$ cat src/rtl/vdp_seq_pkg.sv
// Shared definitions for the vector datapath issue sequencer.
//   - sequencer FSM state encoding
//   - V_Mode lane/mode codes
//   - instruction field bit positions
//   - fixed opcodes and the statistics counter width
//   - is_mac(): true for the two-phase multiply-accumulate modes
package vdp_seq_pkg;

    typedef enum logic [1:0] {
        StIdle,
        StExec,
        StMul,
        StAdd
    } state_e;

    typedef enum logic [2:0] {
        ModeNib4    = 3'b000,
        ModeByte8   = 3'b001,
        ModeWord16  = 3'b010,
        ModeDword32 = 3'b011,
        ModeQword64 = 3'b100,
        ModeMac4    = 3'b101,
        ModeMac8    = 3'b110,
        ModeMac16   = 3'b111
    } v_mode_e;

    localparam logic [4:0] MUL_OP     = 5'h0A;
    localparam logic [4:0] ILLEGAL_OP = 5'h1F;
    localparam int unsigned CNT_W     = 16;

    // Instruction field positions: msb/lsb of each field
    localparam int unsigned VModeMsb = 31;
    localparam int unsigned VModeLsb = 29;
    localparam int unsigned AluOpMsb = 28;
    localparam int unsigned AluOpLsb = 24;
    localparam int unsigned WAddrMsb = 23;
    localparam int unsigned WAddrLsb = 19;
    localparam int unsigned RAddrMsb = 18;
    localparam int unsigned RAddrLsb = 14;
    localparam int unsigned SAddrMsb = 13;
    localparam int unsigned SAddrLsb = 9;
    localparam int unsigned SSelBit  = 8;
    localparam int unsigned ImmMsb   = 7;
    localparam int unsigned ImmLsb   = 0;

    function automatic logic is_mac(input logic [2:0] mode);
        return (mode == ModeMac4) || (mode == ModeMac8) || (mode == ModeMac16);
    endfunction

endpackage

$ cat src/rtl/vdp_seq_decode.sv
// Combinational instruction decoder for the vector datapath sequencer.
// Ports:
//   instr_i       32-bit instruction word
//   v_mode_o      lane/mode select field
//   alu_op_o      ALU opcode field
//   w_addr_o, r_addr_o, s_addr_o   regfile address fields
//   s_sel_o       S operand select
//   ds_o          immediate replicated across all 8 bytes
//   is_mac_o      instruction is a two-phase MAC
//   is_illegal_o  instruction carries the reserved opcode
module vdp_seq_decode
    import vdp_seq_pkg::*;
(
    input  logic [31:0] instr_i,
    output logic [2:0]  v_mode_o,
    output logic [4:0]  alu_op_o,
    output logic [4:0]  w_addr_o,
    output logic [4:0]  r_addr_o,
    output logic [4:0]  s_addr_o,
    output logic        s_sel_o,
    output logic [63:0] ds_o,
    output logic        is_mac_o,
    output logic        is_illegal_o
);

    logic [7:0] imm;

    always_comb begin
        v_mode_o     = instr_i[VModeMsb:VModeLsb];
        alu_op_o     = instr_i[AluOpMsb:AluOpLsb];
        w_addr_o     = instr_i[WAddrMsb:WAddrLsb];
        r_addr_o     = instr_i[RAddrMsb:RAddrLsb];
        s_addr_o     = instr_i[SAddrMsb:SAddrLsb];
        s_sel_o      = instr_i[SSelBit];
        imm          = instr_i[ImmMsb:ImmLsb];
        ds_o         = {8{imm}};
        is_mac_o     = is_mac(instr_i[VModeMsb:VModeLsb]);
        is_illegal_o = (instr_i[AluOpMsb:AluOpLsb] == ILLEGAL_OP);
    end

endmodule

$ cat src/rtl/vector_dp_sequencer.sv
// Issue controller for the vector datapath. Accepts instructions over a
// valid/ready handshake and drives the datapath control inputs. Non-MAC ops
// retire in one cycle; MAC modes run a MUL phase (MANDA load) then an ADD
// phase (regfile write-back).
// Ports:
//   W_Clk, Reset (synchronous, active-high)
//   In_Valid / In_Ready / In_Instr    instruction handshake
//   Hold                              freeze: no enables, state held
//   W_En, MANDA_En                    write enables
//   W_Addr, R_Addr, S_Addr, ALU_Op, V_Mode, S_Sel, DS   control fields
//   Busy, Done, Err                   status
// Optional: define VDP_SEQ_STATS_EN to add Instr_Cnt / Mac_Cnt counters.
module vector_dp_sequencer
    import vdp_seq_pkg::*;
(
    input  logic             W_Clk,
    input  logic             Reset,
    input  logic             In_Valid,
    output logic             In_Ready,
    input  logic [31:0]      In_Instr,
    input  logic             Hold,
    output logic             W_En,
    output logic             MANDA_En,
    output logic [4:0]       W_Addr,
    output logic [4:0]       R_Addr,
    output logic [4:0]       S_Addr,
    output logic [4:0]       ALU_Op,
    output logic [2:0]       V_Mode,
    output logic             S_Sel,
    output logic [63:0]      DS,
    output logic             Busy,
    output logic             Done,
`ifdef VDP_SEQ_STATS_EN
    output logic [CNT_W-1:0] Instr_Cnt,
    output logic [CNT_W-1:0] Mac_Cnt,
`endif
    output logic             Err
);

    logic [2:0]  dec_v_mode;
    logic [4:0]  dec_alu_op, dec_w_addr, dec_r_addr, dec_s_addr;
    logic        dec_s_sel, dec_is_mac, dec_is_illegal;
    logic [63:0] dec_ds;

    vdp_seq_decode u_decode (
        .instr_i      (In_Instr),
        .v_mode_o     (dec_v_mode),
        .alu_op_o     (dec_alu_op),
        .w_addr_o     (dec_w_addr),
        .r_addr_o     (dec_r_addr),
        .s_addr_o     (dec_s_addr),
        .s_sel_o      (dec_s_sel),
        .ds_o         (dec_ds),
        .is_mac_o     (dec_is_mac),
        .is_illegal_o (dec_is_illegal)
    );

    state_e      state_q, state_d;
    logic        w_en_q, w_en_d;
    logic        manda_en_q, manda_en_d;
    logic        done_q, done_d;
    logic        err_q, err_d;
    logic [4:0]  w_addr_q, w_addr_d;
    logic [4:0]  r_addr_q, r_addr_d;
    logic [4:0]  s_addr_q, s_addr_d;
    logic [4:0]  alu_op_q, alu_op_d;
    logic [4:0]  mac_op_q, mac_op_d;   // ALU_Op to drive in the ADD phase
    logic [2:0]  v_mode_q, v_mode_d;
    logic        s_sel_q, s_sel_d;
    logic [63:0] ds_q, ds_d;
    logic        accept;

    assign In_Ready = !Reset && !Hold && (state_q != StMul);
    assign accept   = In_Valid && In_Ready;

    always_comb begin
        state_d    = state_q;
        w_en_d     = w_en_q;
        manda_en_d = manda_en_q;
        done_d     = done_q;
        w_addr_d   = w_addr_q;
        r_addr_d   = r_addr_q;
        s_addr_d   = s_addr_q;
        alu_op_d   = alu_op_q;
        mac_op_d   = mac_op_q;
        v_mode_d   = v_mode_q;
        s_sel_d    = s_sel_q;
        ds_d       = ds_q;
        // Err is a pulse tied to the accept edge, so it is never frozen by Hold
        err_d      = accept && dec_is_illegal;

        // Under Hold everything keeps its value; the held phase re-drives on release
        if (!Hold) begin
            w_en_d     = 1'b0;
            manda_en_d = 1'b0;
            done_d     = 1'b0;
            unique case (state_q)
                StMul: begin
                    state_d  = StAdd;
                    alu_op_d = mac_op_q;
                    w_en_d   = 1'b1;
                    done_d   = 1'b1;
                end
                default: begin
                    state_d = StIdle;
                    if (accept && !dec_is_illegal) begin
                        w_addr_d = dec_w_addr;
                        r_addr_d = dec_r_addr;
                        s_addr_d = dec_s_addr;
                        v_mode_d = dec_v_mode;
                        s_sel_d  = dec_s_sel;
                        ds_d     = dec_ds;
                        if (dec_is_mac) begin
                            state_d    = StMul;
                            alu_op_d   = MUL_OP;
                            mac_op_d   = dec_alu_op;
                            manda_en_d = 1'b1;
                        end else begin
                            state_d  = StExec;
                            alu_op_d = dec_alu_op;
                            w_en_d   = 1'b1;
                            done_d   = 1'b1;
                        end
                    end
                end
            endcase
        end
    end

    always_ff @(posedge W_Clk) begin
        if (Reset) begin
            state_q    <= StIdle;
            w_en_q     <= 1'b0;
            manda_en_q <= 1'b0;
            done_q     <= 1'b0;
            err_q      <= 1'b0;
            w_addr_q   <= '0;
            r_addr_q   <= '0;
            s_addr_q   <= '0;
            alu_op_q   <= '0;
            mac_op_q   <= '0;
            v_mode_q   <= ModeNib4;
            s_sel_q    <= 1'b0;
            ds_q       <= '0;
        end else begin
            state_q    <= state_d;
            w_en_q     <= w_en_d;
            manda_en_q <= manda_en_d;
            done_q     <= done_d;
            err_q      <= err_d;
            w_addr_q   <= w_addr_d;
            r_addr_q   <= r_addr_d;
            s_addr_q   <= s_addr_d;
            alu_op_q   <= alu_op_d;
            mac_op_q   <= mac_op_d;
            v_mode_q   <= v_mode_d;
            s_sel_q    <= s_sel_d;
            ds_q       <= ds_d;
        end
    end

    // Enables are masked by Hold and Reset so a held or aborted phase never
    // commits a write in the cycle it is suppressed.
    assign W_En     = w_en_q && !Hold && !Reset;
    assign MANDA_En = manda_en_q && !Hold && !Reset;
    assign Done     = done_q && !Hold && !Reset;
    assign Err      = err_q;
    assign Busy     = (state_q != StIdle);
    assign W_Addr   = w_addr_q;
    assign R_Addr   = r_addr_q;
    assign S_Addr   = s_addr_q;
    assign ALU_Op   = alu_op_q;
    assign V_Mode   = v_mode_q;
    assign S_Sel    = s_sel_q;
    assign DS       = ds_q;

`ifdef VDP_SEQ_STATS_EN
    logic [CNT_W-1:0] instr_cnt_q, mac_cnt_q;

    always_ff @(posedge W_Clk) begin
        if (Reset) begin
            instr_cnt_q <= '0;
            mac_cnt_q   <= '0;
        end else if (Done) begin
            instr_cnt_q <= instr_cnt_q + 1'b1;
            if (state_q == StAdd) begin
                mac_cnt_q <= mac_cnt_q + 1'b1;
            end
        end
    end

    assign Instr_Cnt = instr_cnt_q;
    assign Mac_Cnt   = mac_cnt_q;
`endif

endmodule

$ cat config.mk
export PLATFORM = sky130hd
export DESIGN_NAME = vector_dp_sequencer
export DESIGN_NICKNAME = d
export VERILOG_FILES = /design/src/rtl/vdp_seq_pkg.sv /design/src/rtl/vdp_seq_decode.sv /design/src/rtl/vector_dp_sequencer.sv
export SDC_FILE = /design/constraint.sdc
export NUM_CORES = 1
export LEC_CHECK = 0
export CAP_MARGIN = 10
export CORE_UTILIZATION = 39
export DETAILED_ROUTE_END_ITERATION = 10
export PLACE_DENSITY = 0.85
export SLEW_MARGIN = 10
export SYNTH_ARGS = -nofsm -noshare
export SYNTH_HDL_FRONTEND = slang
export SYNTH_SLANG_ARGS = --single-unit
$ cat constraint.sdc
create_clock -name W_Clk -period 2 [get_ports W_Clk]
set_input_delay 0.4 -clock W_Clk [delete_from_list [all_inputs] [get_ports W_Clk]]
set_output_delay 0.4 -clock W_Clk [all_outputs]
set_load 0.02 [all_outputs]
== After elaboration in Yosys (flattened, before gate mapping) ==
Cells that the tools add are included.
Cells by class
  equal/unequal tests: 6
  mux-type cells: 12
  bitwise operators: 2
  reduce and logical (&&, ||, !) cells: 19
Operators with widths (number)
  two-way mux 5 bit: 3
  equality test 3 bit, second input constant: 3
  logical AND 1 bit: 9
  two-way mux 1 bit: 6
  two-way mux 2 bit: 3
  equality test 5 bit, second input constant: 1
  AND reduction 4 bit: 1
  nonzero test 2 bit: 2
  zero test 1 bit: 3
  AND reduction 3 bit: 1
  equality test 2 bit, second input constant: 1
  logical OR 1 bit: 2
  inequality test 2 bit, second input constant: 1
  inverter 1 bit: 2
  AND reduction 2 bit: 1
Storage, ports and cells
  flip-flop bits (word level): 98
  input bits: 36
  word-level logic and storage cells: 51

== Depth between registers and ports, before layout ==
  depth in word-level cells: 7
  depth in mapped cells: 7
  mapped depth without buffers: 4

== Modules after synthesis ==
From an unflattened synthesis, not the netlist that was laid out.
Unflattened totals
  cell total of the unflattened synthesis: 528
  area, all modules: 4172.8 um^2
Modules (own cells, without submodules)
  vector_dp_sequencer: times used 1, cells each 436, area an instance 3492.1 um^2, seq. area each 1941.9 um^2
  vdp_seq_decode: times used 1, cells each 92, area an instance 680.7 um^2, seq. area each 0.0 um^2

== Least setup slack after synthesis ==
Ideal clock, no wire load.
  path type: in2out
  start point: input port Reset
  end point: output port W_En
  arrival: 1.554 ns
  setup slack: 0.046 ns
  cell stages on the path: 4
  path buffers: 3
  path through: clkbuf_1 clkbuf_1 nor3_1 buf_4
Between the ends
  cells in the longest elaborated chain, start to end: 2
RTL lines
  from (decl): RTL line vector_dp_sequencer.sv:17  | input logic Reset,
  zero test 1 bit
  logical AND 1 bit
  to (decl): RTL line vector_dp_sequencer.sv:22  | output logic W_En,
Every way passes these cells.

== Worst setup path after layout ==
  start point: input port Hold
  end point: output port MANDA_En
Between the ends
  cells in the longest elaborated chain, start to end: 3
RTL lines
  from (decl): RTL line vector_dp_sequencer.sv:21  | input logic Hold,
  zero test 1 bit: RTL line vector_dp_sequencer.sv:165  | assign MANDA_En = manda_en_q && !Hold && !Reset;
  logical AND 1 bit (2 in a row): RTL line vector_dp_sequencer.sv:165
  to (decl): RTL line vector_dp_sequencer.sv:23  | output logic MANDA_En,
Every way passes these cells.

==> summary.txt <==
Layout
  • Share of layout cells above drive strength 1: under 10%
  • Final cell count without fillers: about 400
  • Fillers: around 460
  • Area grow syn2layout: 53.4%
  • Nets: 368
  • Antenna diodes: 0

Floorplanning
  • DIE HEIGHT: around 75 µm
  • Die X-Extent: roughly 75 µm
  • # IOs: 130
  • Core area: a little over 5000 µm²
  • Die Area: 5560 µm²
  • Initial core utilization: 40.5%
  • Rows: 26

Timing
  • Unrepaired setup endpoints after global routing: no
  • Total negative slack: 0 ns
  • Pin slew with the least headroom to its limit: 0.451 ns
  • Clock Skew: 0.00880 ns
  • Clock period minus worst slack: 1.89 ns
  • Final hold vios: 0
  • Setup violators final: 0
  • Fin. max-slew vios: 0
  • Max Clk Rate: between 0.5 and 0.6 GHz
  • Relative max-transition margin: 70.0%
  • Period utilization: 94.3%

Clock tree
  • CTS buffer count: 5
  • CTS root buf: clkbuf_8
  • # H-tree levels: 2
  • Clk_lat worst skew: 0.29 ns
  • TritonCTS clock tree: built
  • Clk pin slew, worst setup/hold paths: 0.08 ns
  • Clk sinks: slightly above 40
  • Clock Path Buffers: 2
  • Post-CTS Hold Buffers: 0

Worst setup path
  • WP data required: 1.60 ns
  • CP max FO: 4
  • WS Path Type: in -> out
  • Slowest cell on the critical path: clkdlybuf4s50_1
  • Arrival time at the worst endpoint: 1.49 ns
  • Worst path max stage delay: approximately 0.47 ns
  • Crit-path cells: clkdlybuf4s50_1 -> nor2_1 -> and2_1 -> dlygate4sd2_1
  • Crit start category: input port
  • CP endpoint kind: output pin

Yosys
  • Post-synthesis sequential area ratio: about two fifths
  • Avg Cell Area, Syn: between 8 and 9 µm²
  • Distinct cells, synth: 26
  • Mapped Nets: 291
  • Synthesized flop and latch total: 41
  • Yosys warns: 0
  • Mapped Area: 2050 µm²
  • Post-Synthesis Cells: roughly 260

Min path
  • Hold crit path type: reg -> reg

Placed design
  • Final GP Congestion: ~0.9
  • Port Buf Inserts: 129
  • Detailed-placement wirelength estimate: 3.78 mm
  • Placed cells: 395

Power
  • Worst VDD drop: 0.368 mV
  • LEAKAGE: 1.10 nW
  • Power per cell area: about 650 nW/µm²

Job
  • Max cap viols: 0

Global route
  • Overall fraction of global-route tracks in use: 17.5%
  • Largest net degree at the start of global routing: 33
  • Initial antenna violation count: 0
  • Gr ovfl total: 0
  • First-pass GRT wire length: 7.49 mm
  • Vias in the first global route: 1705

Drt
  • Vias per inst: 4.71
  • DR DRC count: 0
  • DRT iter0 DRCs: just under 50
  • DRT antenna net count: 0
  • Vias: 1899
  • Pre-antenna DRT Iters: 4
  • WL final: 4.98 mm
  • Wire length per cell after detailed routing: 12.4 µm

Status
  • Status: completed
state kept, by name, summed over array words and instances, names as in the netlist, 3 cells and up:
| name | count |
|---|---|
| mac_op_q | 5 |
| DS | 8 |
| S_Addr | 5 |
| ALU_Op | 5 |
| V_Mode | 3 |
| R_Addr | 5 |
| W_Addr | 5 |
path summary, 6_finish.rpt:
check	startpoint	to	slack (ns)	cells after the start
setup / recovery	Hold	MANDA_En	0.11	4
hold / removal	S_Addr[4]	S_Addr[4]	0.46	2
setup reg to reg	done_q	W_Addr[2]	0.42	5
hold reg to reg	S_Addr[4]	S_Addr[4]	0.46	2
report_power, final:
| group | total, mW | internal, mW | switching [mW] |
|---|---|---|---|
| clock | 0.783 | 0.496 | 0.287 |
| sequential | 0.867 | 0.844 | 0.0228 |
| combinational | 0.403 | 0.209 | 0.194 |
| total | 2.05 | 1.55 | 0.503 |
synthesized netlist by cell type:
master     number  area (µm²)
nor3_1          3        15.0
o2111ai_2       1        15.0
or3_4           1        11.3
o21a_1          1        7.51
a311oi_2        3        45.0
and2_1          1        6.26
nand3b_1        1        7.51
and2_4          1        8.76
nand3_1         9        45.0
o21ai_0         3        15.0
o21ai_1         5        25.0
buf_2           5        25.0
clkbuf_1        4        15.0
nand2_1        62         233
nor2_1          1        3.75
nand2b_1        4        25.0
o22ai_1         4        25.0
a211oi_1        2        15.0
dfxtp_1        41         821
inv_1           1        3.75
a21oi_1        37         185
buf_4          59         443
or2_2           1        6.26
nor2b_1         1        6.26
o2111a_1        1        11.3
buf_6           3        33.8
timing repair:
| action | CTS | global route |
|---|---|---|
| endpoints found under the setup margin | 4 | 1 |
| setup buffers | 0 | 0 |
| resized for setup | 4 | 2 |
cell usage in the layout, fill, tap and decap left out, types with 2 or more instances in the layout:
cell type	Yosys	routed
nand2b_1	4	4
nand2_1	62	62
bufinv_16	0	2
clkdlybuf4s50_1	0	124
o21ai_0	3	3
dlygate4sd2_1	0	4
buf_4	59	11
nor3_1	3	2
a311oi_2	3	3
a211oi_1	2	2
clkbuf_8	0	5
nand3_1	9	9
dfxtp_1	41	41
o21ai_1	5	5
a21oi_1	37	37
o22ai_1	4	4
stage by stage:
step	setup slack (ns)	cell area [µm²]	hold slack, ns	util, %	power (mW)
floorplan	0.0459	2050	0.431	-	1.11
global placement	-0.205	3010	0.441	59.4	1.28
detailed placement	-0.197	3010	0.446	59.4	1.29
CTS	0.0692	3140	0.456	61.9	2.08
global route	0.0473	3150	0.476	62.1	2.14
finish	0.113	3150	0.456	62.1	2.05
cell families after synthesis:
family                 share of synthesized area [%]
DFF                                             40.0
buffers and inverters                           25.3
and+or+nand+nor                                 17.9
AOI/OAI and AO/OA                               16.8
worst max-delay path: cells and delay by family:
kind	cells	cell delay, ns
buffers and inverters	2	0.79
and+or+nand+nor	2	0.29
cell type report:
type	count	area, µm²	area share (%)
timing repair buffer	141	1380	43.9
sequential	41	821	26.1
multi-input combinational	142	719	22.8
tap	70	87.6	2.78
clock buffer	5	68.8	2.19
clock inverter	3	65.1	2.07
inverter	1	3.75	0.119
metal layers:
metal / GRT usage, % / part of all wire, % / up-vias
li1: - / - / 938
met1: 19.1 / 39 / 861
met2: 32.1 / 51 / 92
met3: 5.01 / 9.1 / 8
met4: 6.29 / 0.96 / 0
met5: 0 / 0 / -
Note: power is estimated with default switching activity, not from simulation.
